File: src/rtl/jtag_scan_master.sv
//==============================================================================
// Module   : jtag_scan_master
// Brief    : System-clock JTAG initiator for TAP reset, IR scans and DR scans.
//            Define JTAG_SCAN_MASTER_TRST_EN to pulse trst_n before TAP reset.
// Revision : 1.0 - initial release
//==============================================================================
`default_nettype none

module jtag_scan_master #(
   parameter int CLK_DIV = 9,
   parameter int IR_LEN  = 6,
   parameter int DR_MAX  = 41
) (
   input  logic              clk,
   input  logic              rst_n,
   input  logic              cmd_valid,
   output logic              cmd_ready,
   input  logic [1:0]        cmd_op,
   input  logic [5:0]        cmd_len,
   input  logic [DR_MAX-1:0] cmd_data,
   output logic              rsp_valid,
   output logic [DR_MAX-1:0] rsp_data,
   output logic              tclk,
   output logic              tms,
   output logic              tdi,
   input  logic              tdo,
   output logic              trst_n
);

`ifdef JTAG_SCAN_MASTER_TRST_EN
   typedef enum logic [2:0] {
      IDLE = 3'd0, RESET_SEQ = 3'd1, HDR = 3'd2, SHIFT = 3'd3, TAIL = 3'd4, TRST = 3'd5
   } state_t;
   localparam state_t c_sync_state = TRST;
`else
   typedef enum logic [2:0] {
      IDLE = 3'd0, RESET_SEQ = 3'd1, HDR = 3'd2, SHIFT = 3'd3, TAIL = 3'd4
   } state_t;
   localparam state_t c_sync_state = RESET_SEQ;
`endif

   localparam logic [7:0] c_div_last = 8'(CLK_DIV - 1);
   localparam logic [5:0] c_ir_len   = 6'(IR_LEN);
   localparam logic [5:0] c_dr_max   = 6'(DR_MAX);
   localparam logic [1:0] c_op_rst   = 2'd0;
   localparam logic [1:0] c_op_ir    = 2'd1;
   localparam logic [1:0] c_op_dr    = 2'd2;
   localparam logic [1:0] c_op_nop   = 2'd3;

   state_t            r_state, w_state_nx, w_start;
   logic [7:0]        r_div;
   logic [5:0]        r_bit, w_bit_nx, w_nbits, r_len, w_len_acc;
   logic              r_scan, r_ir, r_synced, r_ready;
   logic [DR_MAX-1:0] r_data, r_cap, w_data_sh;
   logic              r_tclk, r_tms, r_tdi;
   logic              w_accept, w_tick, w_rise, w_fall, w_last, w_done;
   logic              w_tms_nx, w_tdi_nx;

   assign cmd_ready = r_ready;
   assign tclk      = r_tclk;
   assign tms       = r_tms;
   assign tdi       = r_tdi;

   assign w_accept  = cmd_valid && r_ready;
   assign w_tick    = (r_state != IDLE) && (r_div == c_div_last);
   assign w_rise    = w_tick && !r_tclk;
   assign w_fall    = w_tick && r_tclk;
   assign w_data_sh = r_data >> w_bit_nx;

   always_comb begin
      w_start = HDR;
      if (cmd_op == c_op_nop)
         w_start = IDLE;
      else if (cmd_op == c_op_rst || !r_synced)
         w_start = c_sync_state;

      w_len_acc = cmd_len;
      if (cmd_op == c_op_ir)
         w_len_acc = c_ir_len;
      else if (cmd_len == 6'd0)
         w_len_acc = 6'd1;
      else if (cmd_len > c_dr_max)
         w_len_acc = c_dr_max;

      case (r_state)
         RESET_SEQ: w_nbits = 6'd6;
         HDR:       w_nbits = r_ir ? 6'd4 : 6'd3;
         SHIFT:     w_nbits = r_len;
         default:   w_nbits = 6'd2;
      endcase
      w_last   = (r_bit == w_nbits - 6'd1);
      w_bit_nx = w_last ? 6'd0 : r_bit + 6'd1;

      w_state_nx = r_state;
      w_done     = 1'b0;
      if (w_accept) begin
         w_state_nx = w_start;
      end else if (w_fall && w_last) begin
         case (r_state)
`ifdef JTAG_SCAN_MASTER_TRST_EN
            TRST:      w_state_nx = RESET_SEQ;
`endif
            RESET_SEQ: begin
               w_state_nx = r_scan ? HDR : IDLE;
               w_done     = !r_scan;
            end
            HDR:       w_state_nx = SHIFT;
            SHIFT:     w_state_nx = TAIL;
            TAIL: begin
               w_state_nx = IDLE;
               w_done     = 1'b1;
            end
            default:   w_state_nx = IDLE;
         endcase
      end

      // tms/tdi for the bit that starts at this tclk fall
      case (w_state_nx)
`ifdef JTAG_SCAN_MASTER_TRST_EN
         TRST:      w_tms_nx = 1'b1;
`endif
         RESET_SEQ: w_tms_nx = (w_bit_nx != 6'd5);
         HDR:       w_tms_nx = r_ir ? (w_bit_nx < 6'd2) : (w_bit_nx == 6'd0);
         SHIFT:     w_tms_nx = (w_bit_nx == r_len - 6'd1);
         TAIL:      w_tms_nx = (w_bit_nx == 6'd0);
         default:   w_tms_nx = 1'b0;
      endcase
      w_tdi_nx = (w_state_nx == SHIFT) ? w_data_sh[0] : 1'b0;
   end

   always_ff @(posedge clk or negedge rst_n) begin
      if (!rst_n)
         r_state <= IDLE;
      else
         r_state <= w_state_nx;
   end

   always_ff @(posedge clk or negedge rst_n) begin
      if (!rst_n) begin
         r_ready   <= 1'b1;
         r_div     <= 8'd0;
         r_bit     <= 6'd0;
         r_len     <= 6'd0;
         r_ir      <= 1'b0;
         r_scan    <= 1'b0;
         r_synced  <= 1'b0;
         r_data    <= '0;
         r_cap     <= '0;
         r_tclk    <= 1'b0;
         r_tms     <= 1'b1;
         r_tdi     <= 1'b0;
         rsp_valid <= 1'b0;
         rsp_data  <= '0;
      end else begin
         rsp_valid <= 1'b0;
         if (w_accept) begin
            r_ready <= 1'b0;
            r_div   <= 8'd0;
            r_bit   <= 6'd0;
            r_tclk  <= 1'b0;
            r_len   <= w_len_acc;
            r_ir    <= (cmd_op == c_op_ir);
            r_scan  <= (cmd_op == c_op_ir) || (cmd_op == c_op_dr);
            r_data  <= cmd_data;
            r_cap   <= '0;
            if (cmd_op == c_op_nop) begin
               rsp_valid <= 1'b1;
               rsp_data  <= '0;
            end else begin
               // every command opens with a tms=1 period
               r_tms <= 1'b1;
               r_tdi <= 1'b0;
            end
         end else if (r_state == IDLE) begin
            r_ready <= 1'b1;
         end else begin
            r_div <= w_tick ? 8'd0 : r_div + 8'd1;
            if (w_tick)
               r_tclk <= ~r_tclk;
            if (w_rise && r_state == SHIFT)
               r_cap[r_bit] <= tdo;
            if (w_fall) begin
               r_bit <= w_bit_nx;
               r_tms <= w_tms_nx;
               r_tdi <= w_tdi_nx;
            end
            if (w_fall && w_last && r_state == RESET_SEQ)
               r_synced <= 1'b1;
            if (w_done) begin
               rsp_valid <= 1'b1;
               rsp_data  <= r_cap;
            end
         end
      end
   end

`ifdef JTAG_SCAN_MASTER_TRST_EN
   logic r_trst_n;
   always_ff @(posedge clk or negedge rst_n) begin
      if (!rst_n)
         r_trst_n <= 1'b1;
      else
         r_trst_n <= (w_state_nx != TRST);
   end
   assign trst_n = r_trst_n;
`else
   assign trst_n = 1'b1;
`endif

endmodule

`default_nettype wire
File: config.mk
export PLATFORM = sky130hd
export DESIGN_NAME = jtag_scan_master
export DESIGN_NICKNAME = d
export VERILOG_FILES = /design/src/rtl/jtag_scan_master.sv
export SDC_FILE = /design/constraint.sdc
export NUM_CORES = 1
export LEC_CHECK = 0
export BUFFER_PORTS_ARGS = -buffer_cell sky130_fd_sc_hd__buf_2
export CAP_MARGIN = 20
export CORE_MARGIN = 2
export CORE_UTILIZATION = 40
export DETAILED_ROUTE_END_ITERATION = 6
export SETUP_SLACK_MARGIN = 0.3
export SLEW_MARGIN = 20
export SYNTH_ARGS = -nofsm -noshare
export SYNTH_HDL_FRONTEND = slang
export SYNTH_SLANG_ARGS = --single-unit
File: constraint.sdc
create_clock -name clk -period 4.7 [get_ports clk]
set_input_delay 0.235 -clock clk [delete_from_list [all_inputs] [get_ports clk]]
set_output_delay 0.235 -clock clk [all_outputs]
set_load 0.02 [all_outputs]
==> run summary, run 1 <==
Overall routed net length: 18.5 mm. Post-detailed-route via-to-cell ratio: 5.34. The initial antenna violation count was 0. In this design, the largest share of critical-path delay is due to simple AND/OR/NAND/NOR gates. The clock-pin slew reported for the worst setup and hold paths after clock tree synthesis was 0.07 ns. Setup repair after global routing left no endpoint under its margin. Sorting the synthesized cells by area gives the leading types as dfrtp_1, nand2_1, a22o_1.

The standard cell area after detailed placement was 8160 um^2. The static power due to leakage is 4.23 nW, and the count of synthesis-stage warnings from yosys is 0. The tools report the startpoint of the worst-slack reg-to-reg timing path as r_state[2].

For the final-report max-slew violation count, the log shows 0. The fraction of layout cells with a size suffix above 1 was 0.178. Capture instance of the worst register-to-register path: rsp_data[40].

The worst setup path is captured at a flip-flop. The largest area contributor in the netlist is dfrtp_1. The run gives 0 as the final setup violation count. The share of the synthesized area in the top cell type was 0.506.

The I/O pin total is 100, and the post-synthesis cell area is 7510 um^2. Flip-flop and latch count after synthesis: 154. Launching element type of the critical path: a flip-flop.

The flow ran to the end, but the final reports show violations. The tools report the arrival time at the worst endpoint as 3.67 ns. The number of gates resized after cts came out at 0. The number of placement rows was 50; the wire length per cell was 16.0 um.

For the number of sinks handled by clock tree synthesis, the log shows 154. In this run the worst setup path terminates at rsp_data[40]. The smallest clock period supported by the final layout is computed as 3.31 ns.

The run gives 9040 um^2 as the final design instance area without fill. Worst path buffer plus inverter count: 1. Counting along the longest clock path gives a buffer depth of 2. TritonCTS built the clock tree.

When the netlist entered floorplanning its net count stood at 870. The logs give 109 for the number of hold violations in the final report and 0.280 for the worst-case headroom to the max-slew limit. Setup slack on the worst reg-to-reg path comes out at 1.39 ns.

Counting the buffers created by CTS gives 17. For this run, the leading register cell type out of synthesis is dfrtp_1. The tools report the worst IR drop on VDD as 0.294 mV. The worst-case clock skew was 0.00798 ns; the worst slack on hold paths was -0.0664 ns. Measured along the y axis, the die boundary spans 141 um. Counting buffers and inverters, the worst setup path is 10 cells deep. The delay of the slowest cell on the worst path was 0.48 ns.

Overall power consumption after layout is estimated at 3.92 mW. The overall track demand over capacity in global routing is 0.195. The overflow left after global routing is 0. By startpoint and endpoint, the worst setup path is classified as reg2reg.

The die boundary width works out to 141 um. Timing would allow up to 0.302 GHz. The library cells used most frequently in the layout, excluding fill and tap cells, are nand2_1, dfrtp_1, buf_2, a21oi_1, nor2_1. The checks that failed: hold timing.

The ratio of total power to cell area is 433 nW/um^2, and the count of distinct cell types in the synthesized netlist is 62. A synthesized cell averages 9.28 um^2. The tools report the remaining antenna violation count after routing as 0. The run gives 0 as the count of unresolved DRC violations after routing. The tool flagged a number of max-cap violations equal to 0. The depth of the worst register-to-register path is 10, and the layout-stage area growth over the synthesis result is 20.4%. The number of antenna diodes in the final layout is 0. Input and output buffers added on the ports amount to 98. The run gives 19,900 um^2 as the die area. Part of the cycle the worst path needs: 0.705. The logs give 0.513 for the proportion of synthesized chip area in sequential cells and 0.404 for the initial core utilization.

Detailed placement ended at an HPWL of 12.0 mm. The final net count came out at 971. The via count of the first global-routing pass was 5,904. The tools report the first element of the critical path as r_state[2]. For the number of iterations in the first detailed-routing pass, the log shows 5. The tools report the library cell used as clock root buffer as clkbuf_16. The tools report the initial detailed-routing violation count as 451. Counting flops with a built-in enable in the synthesized netlist gives 0. In the final timing run, aggregate negative setup slack is 0 ns. The share of flip-flops with an asynchronous set or reset was 1.00. The slowest stage of the critical path is the dfrtp_1 cell.

Leaving out fill and tap cells, the most frequent cell in the layout is nand2_1. The worst hold-check path type is in2async. The biggest fanout along the worst timing path is 41.

At the end of routability-driven placement, the weighted congestion stood at 0.841. Entering global routing, the biggest net connects 113 pins. The vias after detailed routing was 6,180. For the pin with the worst max-slew slack, the measured transition is 1.07 ns.

The run gives 809 as the number of cells produced by synthesis. Traced cell by cell, the critical path runs through nand2b_1 -> a211o_1 -> ha_1 -> xor2_1 -> xnor2_1 -> nor3_1 -> nand3_2 -> nor3_4 -> buf_4 -> a22o_1. The area inside the core boundary is 18,600 um^2. The critical path required time is 5.06 ns, and the H-tree depth reported by CTS is 4.

Clock latency on the worst-skew pair, taken at its later pin, is 0.43 ns. The first global-routing pass estimated 30.7 mm of wire.
## layer usage
layer  part of all wire  up-vias  track usage
met5                  0        -            0
met3              0.043       23       0.0391
met1               0.48     2959        0.278
met2               0.46      172        0.302
li1                   -     3026            -
met4              0.014        0       0.0605
## power breakdown
part | total (mW) | switching, mW | internal, mW
clock network | 1.39 | 0.583 | 0.808
registers | 1.73 | 0.183 | 1.55
logic | 0.791 | 0.475 | 0.316
total | 3.92 | 1.24 | 2.68
## flip-flops by register name, indices dropped and copies added (netlist names)
name       count
r_data        41
r_div          8
r_synced       1
r_ir           1
r_cap         41
cmd_ready      1
r_scan         1
tms            1
rsp_valid      1
r_state        3
tclk           1
rsp_data      41
tdi            1
r_len          6
r_bit          6
## worst reg2reg max path, cell delays in order (launching register included)
cell and delay (ns):
dfrtp_1 0.48, nand2b_1 0.23, a211o_1 0.32, ha_1 0.23, xor2_1 0.17, xnor2_1 0.15, nor3_1 0.34, nand3_2 0.31
nor3_4 0.31, buf_4 0.43, a22o_1 0.27
## timing repair
action	in CTS	in global routing
setup buffers	0	0
endpoints found under the hold margin	27	1
setup endpoints to repair	0	0
hold buffers	27	1
## cells by family (layout without fill, tap and decap cells)
logic type,Yosys count,after routing,share of synthesized area
AO/OA/AOI/OAI,173,173,0.148
XOR/XNOR,22,22,0.0257
adder cells (fa/ha/maj),8,8,0.0133
buffers and inverters,68,182,0.0373
flip-flops,154,154,0.513
multiplexers,17,17,0.0426
other,1,1,0.000499
AND/OR/NAND/NOR,366,366,0.219
## worst min-delay path by stage
stage	cells after the start	slack, ns	end	start
4_1_cts	3	0.001	r_data[27]	cmd_data[27]
6_report	1	-0.07	rsp_data[33]	rst_n
3_3_place_gp	3	0.43	r_data[8]	cmd_data[8]
3_5_place_dp	3	0.43	r_data[10]	cmd_data[10]
2_1_floorplan	0	-0.06	r_bit[0]	rst_n
5_1_grt	1	0.01	rsp_data[33]	rst_n
## final cells by class
class                   count  area (um^2)
flip-flops and latches    154         3860
clock inverters            14          158
multi-input cells         587         3400
repair buffers            134          840
well taps                 234          293
fillers                  1727         9540
clock buffers              18          439
inverters                  16         60.1
## cell usage after synthesis, drive strengths merged (4+ instances only)
| cell | n |
|---|---|
| dfrtp | 152 |
| clkbuf | 37 |
| buf | 15 |
| or3 | 9 |
| nand2 | 212 |
| nor4 | 6 |
| and2 | 5 |
| a31oi | 4 |
| ha | 8 |
| o21ai | 46 |
| nor3 | 19 |
| nand4 | 8 |
| a21oi | 59 |
| nand3 | 32 |
| xnor2 | 11 |
| mux4 | 11 |
| and3 | 7 |
| xor2 | 11 |
| nor2 | 47 |
| inv | 16 |
| a22o | 41 |
| mux2i | 6 |
| nand3b | 4 |
## through the flow
stage,setup slack [ns],hold slack (ns),instances,utilization
3_3_place_gp,1.44,0.426,1097,0.439
3_5_place_dp,1.40,0.426,1097,0.439
2_1_floorplan,1.74,-0.0606,809,-
5_1_grt,1.17,0.0145,1157,0.487
4_1_cts,1.38,0.00101,1156,0.486
6_report,1.39,-0.0664,1157,0.487
Note: power is estimated with default switching activity, not from simulation.
==> inputs of run 2 (changes only) <==
==> constraint.sdc (replaced) <==
create_clock -name clk -period 3.2 [get_ports clk]
set_input_delay 0.16 -clock clk [delete_from_list [all_inputs] [get_ports clk]]
set_output_delay 0.16 -clock clk [all_outputs]
set_load 0.02 [all_outputs]
==> run 2 against run 1 <==
Against the previous run: the flow now finishes without violations; die area is the same; sequential share of layout area shrank 3.2 points; flip-flop and latch count is the same; wire length grew 6.8%; sequential power grew 45%; clock power grew 49%; clock-buffer cell count grew 2; via count grew 4.5%; register-to-register slack lost 1.1 ns; worst setup slack lost 1.1 ns; final cell count grew 4.9%; critical path depth grew 2; critical endpoint is now tms; largest power group unchanged; highest routed layer unchanged.
==> run summary, run 2 (same netlist as run 1, synthesis figures left out) <==
The run finished with clean final reports. Launching element type of the critical path: a flip-flop (unchanged). The overflow left after global routing is 0 (unchanged). Highest-count cells in the layout ignoring fill and taps: nand2_1, dfrtp_1, buf_2, a21oi_1, nor2_1 (unchanged). The number of antenna cells inserted is 0 (unchanged). The post-detailed-route via-to-cell ratio is 5.32 (was 5.34), and the part of the total power dissipated in the clock network is 0.349 (was 0.355). The largest net degree at the start of global routing was 66 (was 113). The most common cell after layout, fill and taps aside is nand2_1 (unchanged). The max capacitance violation total came out at 0 (unchanged).

Biggest regs: r_cap (41), r_data (41), rsp_data (41) (unchanged). The logs give 12.2 mm (was 12.0 mm) for the HPWL after detailed placement and 0 (unchanged) for the final setup violation count. The sequential cell fraction of total power is 0.425 (was 0.443). The wire length of the first global-routing pass was 31.7 mm (was 30.7 mm); the layout-stage area growth over the synthesis result was 30.4% (was 20.4%).

Worst hold-check path type: in2reg (was in2async). The die boundary width is 141 um (unchanged). For the switching power of the nets, the log shows 1.82 mW (was 1.24 mW).

Setup repair after global routing could not meet its margin everywhere. The run gives 3.27 ns (was 3.67 ns) as the arrival time at the worst endpoint. The number of buffers added on ports was 98 (unchanged). The switching fraction of total power came out at 0.308 (was 0.317). The critical-path cell with the highest stage delay was dfrtp_1 (unchanged).

The logs give 0.280 ns (was 1.39 ns) for the smallest setup slack after layout and 5 (unchanged) for the number of iterations in the first detailed-routing pass. By instance count, the cell type seen most on the critical path is and3_4. TritonCTS built the clock tree.

The final-report max-slew violation count came out at 0 (unchanged). The tools report the clock latency on the worst-skew pair as 0.43 ns (about the same). The overall routed net length is 19.7 mm (was 18.5 mm).

The count of unresolved DRC violations after routing came out at 0 (unchanged). For the vias after detailed routing, the log shows 6,461 (was 6,180). Delay of the slowest cell on the worst path: 0.38 ns (was 0.48 ns). The minimum clock period after layout came out at 2.92 ns (was 3.31 ns). The last weighted congestion value of the routability-driven placer is 0.858 (was 0.841).

The tools report the initial detailed-routing violation count as 422 (was 451). For the standard cell area after detailed placement, the log shows 8320 um^2 (was 8160 um^2). Number of buffers inserted during clock tree synthesis: 17 (unchanged). The critical path required time is 3.55 ns (was 5.06 ns), and the H-tree depth reported by CTS is 4 (unchanged). The tools report the die area as 19,900 um^2 (unchanged).

The static power due to leakage is 4.58 nW (was 4.23 nW), and the summed negative setup slack over all endpoints is 0 ns (unchanged). The logs give 0.342 GHz (was 0.302 GHz) for the maximum achievable frequency and 0 (unchanged) for the remaining antenna violation count after routing. The ratio of total power to cell area works out to 604 nW/um^2 (was 433 nW/um^2). The I/O pin total is 100 (unchanged), and the slew of the pin with the lowest slew margin is 1.08 ns (was 1.07 ns).

The tools report the worst-case headroom to the max-slew limit as 0.277 (was 0.280). The number of sinks handled by clock tree synthesis was 154 (unchanged); the part of the cycle the worst path needs was 0.912 (was 0.705). The kind of capture point of the worst setup path was a flip-flop (unchanged).

The deepest clock path buffer count is 2 (unchanged), and the worst-case clock skew is 0.00811 ns (was 0.00798 ns). The die extent in y was 141 um (unchanged). For the part of the power in combinational logic, the log shows 0.226 (was 0.202). Critical setup path kind: reg2reg (unchanged). The worst slack on hold paths is 0.0538 ns (was -0.0664 ns), and the initial antenna violation count is 0 (unchanged). Wire length per cell: 16.2 um (was 16.0 um). Cell Chain, Critical Path: nand2b_4 -> a211o_1 -> ha_2 -> inv_2 -> a221o_1 -> a41oi_2 -> o211ai_1 -> and3_4 -> and3_4 -> mux2i_4 -> a21bo_1 -> a31oi_1 (was nand2b_1 -> a211o_1 -> ha_1 -> xor2_1 -> xnor2_1 -> nor3_1 -> nand3_2 -> nor3_4 -> buf_4 -> a22o_1). The initial core utilization came out at 0.404 (unchanged).

The via count of the first global-routing pass is 6,123 (was 5,904), and the final net count is 1,028 (was 971). The worst IR drop on VDD was 0.387 mV (was 0.294 mV). Number of placement rows: 50 (unchanged). The tools report the number of hold violations in the final report as 0 (was 109). The run gives 4.09 mW (was 2.68 mW) as the internal cell power. The library cell used as clock root buffer is clkbuf_16 (unchanged). The fraction of layout cells with a size suffix above 1 is 0.221 (was 0.178).

The overall track demand over capacity in global routing is 0.198 (was 0.195). The tools report the setup slack after placement as 0.128 ns (was 1.40 ns). The biggest fanout along the worst timing path works out to 6 (was 41). The final design instance area without fill was 9790 um^2 (was 9040 um^2); the clock-pin slew reported for the worst setup and hold paths after clock tree synthesis was 0.06 ns (was 0.07 ns). The tools report the area inside the core boundary as 18,600 um^2 (unchanged).
run 2: cell count changes in the layout (fill, tap and decap cells not counted), sizes merged:
cell	delta
dlygate4sd3	+15
inv	-5
bufinv	+1
buf	+37
clkbuf	+7
clkinvlp	+2
run 2: metal layers:
metal  global-route usage  share of wire
met5                    0              0
met1                0.284           0.47
met3               0.0326          0.040
met2                0.310           0.47
met4               0.0584          0.014
run 2: final timing paths:
path | start | end | slack [ns] | cells past startpoint
worst max-delay path | r_state[2] | tms | 0.28 | 12
worst min-delay path | cmd_len[4] | r_len[4] | 0.05 | 3
worst max register to register | r_state[2] | tms | 0.28 | 12
worst min register to register | r_data[18] | r_data[18] | 0.47 | 2
max in group asynchronous | rst_n | tms | 2.03 | 3
min in group asynchronous | rst_n | rsp_data[28] | 0.30 | 2
run 2: through the flow:
step | util | instances | total power [mW]
2_1_floorplan | - | 809 | 3.36
3_3_place_gp | 0.448 | 1114 | 3.72
3_5_place_dp | 0.448 | 1114 | 3.74
4_1_cts | 0.507 | 1193 | 5.87
5_1_grt | 0.527 | 1214 | 6.27
6_report | 0.527 | 1214 | 5.92
run 2: timing repair:
action / CTS / global route
endpoints found under the setup margin: 44 / 46
pin swaps: 5 / 8
setup buffers: 4 / 12
hold endpoints to repair: 104 / 0
hold buffers: 43 / 0
resized for setup: 7 / 22
cloned: 0 / 9
run 2: cell type report:
| class | count | area, um^2 |
|---|---|---|
| Fill cell | 1661 | 8790 |
| Sequential cell | 154 | 3860 |
| Multi-Input combinational cell | 587 | 3460 |
| Timing Repair Buffer | 191 | 1520 |
| Clock buffer | 20 | 437 |
| Tap cell | 234 | 293 |
| Clock inverter | 12 | 166 |
| Inverter | 16 | 60.1 |
run 2: power by group through the flow:
stage	clock network (mW)	logic (mW)	registers (mW)
6_report	2.07	1.34	2.51
5_1_grt	2.19	1.53	2.56
4_1_cts	2.10	1.26	2.51
3_5_place_dp	0	1.21	2.54
3_3_place_gp	0	1.20	2.53
2_1_floorplan	0	0.883	2.48
run 2: critical path, delay by kind of cell, from the launching register on:
| family | cells | cell delay (ns) |
|---|---|---|
| muxes | 1 | 0.25 |
| AOI/OAI and AO/OA | 6 | 1.30 |
| DFF | 1 | 0.38 |
| buffers and inverters | 1 | 0.05 |
| adders and majority gates | 1 | 0.20 |
| and+or+nand+nor | 3 | 0.68 |
==> inputs of run 3 (changes only) <==
--- a/config.mk
+++ b/config.mk
@@ -7,10 +7,12 @@
 export LEC_CHECK = 0
 export BUFFER_PORTS_ARGS = -buffer_cell sky130_fd_sc_hd__buf_2
 export CAP_MARGIN = 20
+export CELL_PAD_IN_SITES_DETAIL_PLACEMENT = 1
+export CELL_PAD_IN_SITES_GLOBAL_PLACEMENT = 1
 export CORE_MARGIN = 2
 export CORE_UTILIZATION = 40
 export DETAILED_ROUTE_END_ITERATION = 6
-export SETUP_SLACK_MARGIN = 0.3
+export PLACE_DENSITY_LB_ADDON = 0.1
 export SLEW_MARGIN = 20
 export SYNTH_ARGS = -nofsm -noshare
 export SYNTH_HDL_FRONTEND = slang
==> run 3 against run 2 <==
Against the previous run: the run now ends with setup timing left; sequential share of layout area rose by 1.2 points; worst setup slack got worse by 0.31 ns; first-iteration DRC count fell by 12%; register-to-register slack got worse by 0.31 ns; sequential power barely moved; clock power fell by 5%; non-clock buffer count fell by 9; worst hold slack got worse by 0.036 ns; cell area fell by 2.9%; flip-flop and latch count did not move; total power fell by 0.67%; via count rose by 3.2%; largest power group unchanged.
==> run summary, run 3 (same netlist as run 1, synthesis figures left out) <==
The worst IR drop on VDD is 0.366 mV (was 0.387 mV), and the die extent in y is 141 um (unchanged). The tools report the final design instance area without fill as 9510 um^2 (was 9790 um^2). The worst hold-check path type was in2reg (unchanged). The slew of the pin with the lowest slew margin came out at 1.01 ns (was 1.08 ns).

The total placed cells including tap cells is 1,117 (was 1,114). The worst-case headroom to the max-slew limit is 0.319 (was 0.277). The logs give 36.9 mm (was 31.7 mm) for the wire length of the first global-routing pass and 3860 um^2 (unchanged) for the sequential cell area. The tools report the worst hold path endpoint as r_len[0] (was r_len[4]).

The I/O pin total was 100 (unchanged). TritonCTS built the clock tree. Highest-count cells in the layout ignoring fill and taps: nand2_1, dfrtp_1, buf_2, a21oi_1, nor2_1 (unchanged). The core utilization of the finished layout came out at 0.512 (was 0.527). The arrival time at the worst endpoint was 3.59 ns (was 3.27 ns); the number of buffers added on ports was 98 (unchanged). The initial core utilization was 0.404 (unchanged); the overflow left after global routing was 0 (unchanged). The logs give 0 (unchanged) for the number of antenna cells inserted and 0.867 (was 0.858) for the last weighted congestion value of the routability-driven placer. Count of unresolved DRC violations after routing: 0 (unchanged).

The filler cell count was 2,118 (was 1,661). The vias after detailed routing is 6,668 (was 6,461), and the die area is 19,900 um^2 (unchanged). The largest net degree at the start of global routing is 73 (was 66). The tools report the worst-case clock skew as 0.0133 ns (was 0.00811 ns).

The logs give 7,067 (was 6,123) for the via count of the first global-routing pass and 0 (unchanged) for the max capacitance violation total. Die boundary width: 141 um (unchanged). The layout-stage area growth over the synthesis result is 26.6% (was 30.4%), and the final net count is 1,021 (was 1,028). The tools report the launch point of the worst hold path as cmd_len[0] (was cmd_len[4]). The startpoint of the worst-slack reg-to-reg timing path is r_ir (was r_state[2]). The flow ran to the end, but the final reports show violations.

The biggest fanout along the worst timing path is 4 (was 6). Part of the cycle the worst path needs: 1.01 (was 0.912). The minimum clock period after layout was 3.23 ns (was 2.92 ns); the area inside the core boundary was 18,600 um^2 (unchanged). The number of hold violations in the final report is 0 (unchanged). The clock-pin slew reported for the worst setup and hold paths after clock tree synthesis was 0.07 ns (was 0.06 ns).

The setup slack of the most critical reg-to-reg path is -0.03 ns (was 0.28 ns). The final-report max-slew violation count came out at 0 (unchanged). The HPWL after detailed placement was 14.5 mm (was 12.2 mm); the number of sinks handled by clock tree synthesis was 154 (unchanged).

The final setup violation count is 1 (was 0). The overall routed net length is 23.0 mm (was 19.7 mm), and the area occupied by multi-input gates is 3470 um^2 (was 3460 um^2). The number of iterations in the first detailed-routing pass was 4 (was 5). The final standard cell count with taps included and fillers excluded came out at 1,207 (was 1,214). The worst hold path cell count is 3 (unchanged). The depth of the worst register-to-register path was 12 (unchanged). The wire length per cell was 19.0 um (was 16.2 um).

Critical setup path kind: reg2reg (unchanged). The smallest setup slack after layout came out at -0.0340 ns (was 0.280 ns). For the summed negative setup slack over all endpoints, the log shows -0.0340 ns (was 0 ns). H-tree depth reported by CTS: 4 (unchanged). Library cell used as clock root buffer: clkbuf_16 (unchanged).

The capture instance of the worst register-to-register path was tms (unchanged). The static power due to leakage was 4.47 nW (was 4.58 nW); the standard cell area after detailed placement was 8320 um^2 (about the same). The tools report the launching element type of the critical path as a flip-flop (unchanged). The maximum achievable frequency was 0.309 GHz (was 0.342 GHz); the deepest clock path buffer count was 2 (unchanged). For the initial antenna violation count, the log shows 0 (unchanged). Number of placement rows: 50 (unchanged).

For the initial detailed-routing violation count, the log shows 373 (was 422). The most common cell after layout, fill and taps aside is nand2_1 (unchanged). The ratio of total power to cell area was 618 nW/um^2 (was 604 nW/um^2). The fraction of layout cells with a size suffix above 1 was 0.217 (was 0.221); the clock latency on the worst-skew pair was 0.43 ns (about the same). The post-detailed-route via-to-cell ratio works out to 5.52 (was 5.32). The tools report the number of buffers inserted during clock tree synthesis as 17 (unchanged). Biggest regs: r_cap (41), r_data (41), rsp_data (41) (unchanged). Setup repair after global routing could not meet its margin everywhere. The overall track demand over capacity in global routing is 0.235 (was 0.198). The run gives 3.55 ns (about the same) as the critical path required time. The kind of capture point of the worst setup path was a flip-flop (unchanged).

The final reports fail on setup timing. The tools report the remaining antenna violation count after routing as 0 (unchanged).
## run 3: final cells by class
| cell class | instances | share of cell area |
|---|---|---|
| clock buffers | 17 | 0.0448 |
| clock inverters | 15 | 0.0145 |
| inverters | 16 | 0.00632 |
| multi-input cells | 589 | 0.365 |
| flip-flops and latches | 154 | 0.406 |
| well taps | 234 | 0.0308 |
| repair buffers | 182 | 0.132 |
## run 3: routing by layer
layer,share of wire,vias to the layer above,track usage
li1,-,3119,-
met1,0.43,3343,0.294
met2,0.50,161,0.410
met3,0.034,45,0.0428
met4,0.030,0,0.0805
met5,0,-,0
## run 3: power by group
group,internal (mW),switching (mW),total [mW],leakage [nW]
Clock,1.08,0.879,1.96,0.277
Sequential,2.28,0.262,2.54,2.06
Combinational,0.548,0.824,1.37,2.13
## run 3: stage by stage
stage / hold slack (ns) / worst slack, ns / power, mW
2_1_floorplan: -0.136 / 0.238 / 3.36
3_3_place_gp: 0.215 / 0.152 / 3.72
3_5_place_dp: 0.223 / -0.0117 / 3.80
4_1_cts: 0.00259 / 0.0128 / 5.83
5_1_grt: 0.0447 / -0.180 / 6.21
6_report: 0.0179 / -0.0340 / 5.88
## run 3: repair_timing
action                                  in CTS  in global routing
hold buffers                                43                  0
hold endpoints to repair                   111                  0
cloned                                       1                  1
setup buffers                                0                 13
endpoints found under the setup margin      33                 45
pin swaps                                    0                  9
gates resized for setup                      1                 17
## run 3: critical path, cell delays in order, from the launching register on
cell	delay, ns
dfrtp_1	0.45
nor2b_4	0.17
a211o_1	0.30
ha_2	0.20
buf_4	0.14
xor2_1	0.16
xnor2_1	0.17
nor3_2	0.26
nand3_2	0.20
a211o_1	0.33
a222oi_1	0.46
o41ai_1	0.16
a31oi_1	0.16
## run 3: how the worst max path moves through the flow
stage	to	from	cells past startpoint
floorplan	tdi	r_bit[1]	9
global placement	tms	r_len[0]	11
detailed placement	rsp_data[26]	r_state[2]	11
CTS	rsp_data[29]	r_state[0]	11
global route	tms	r_ir	12
finish	tms	r_ir	12
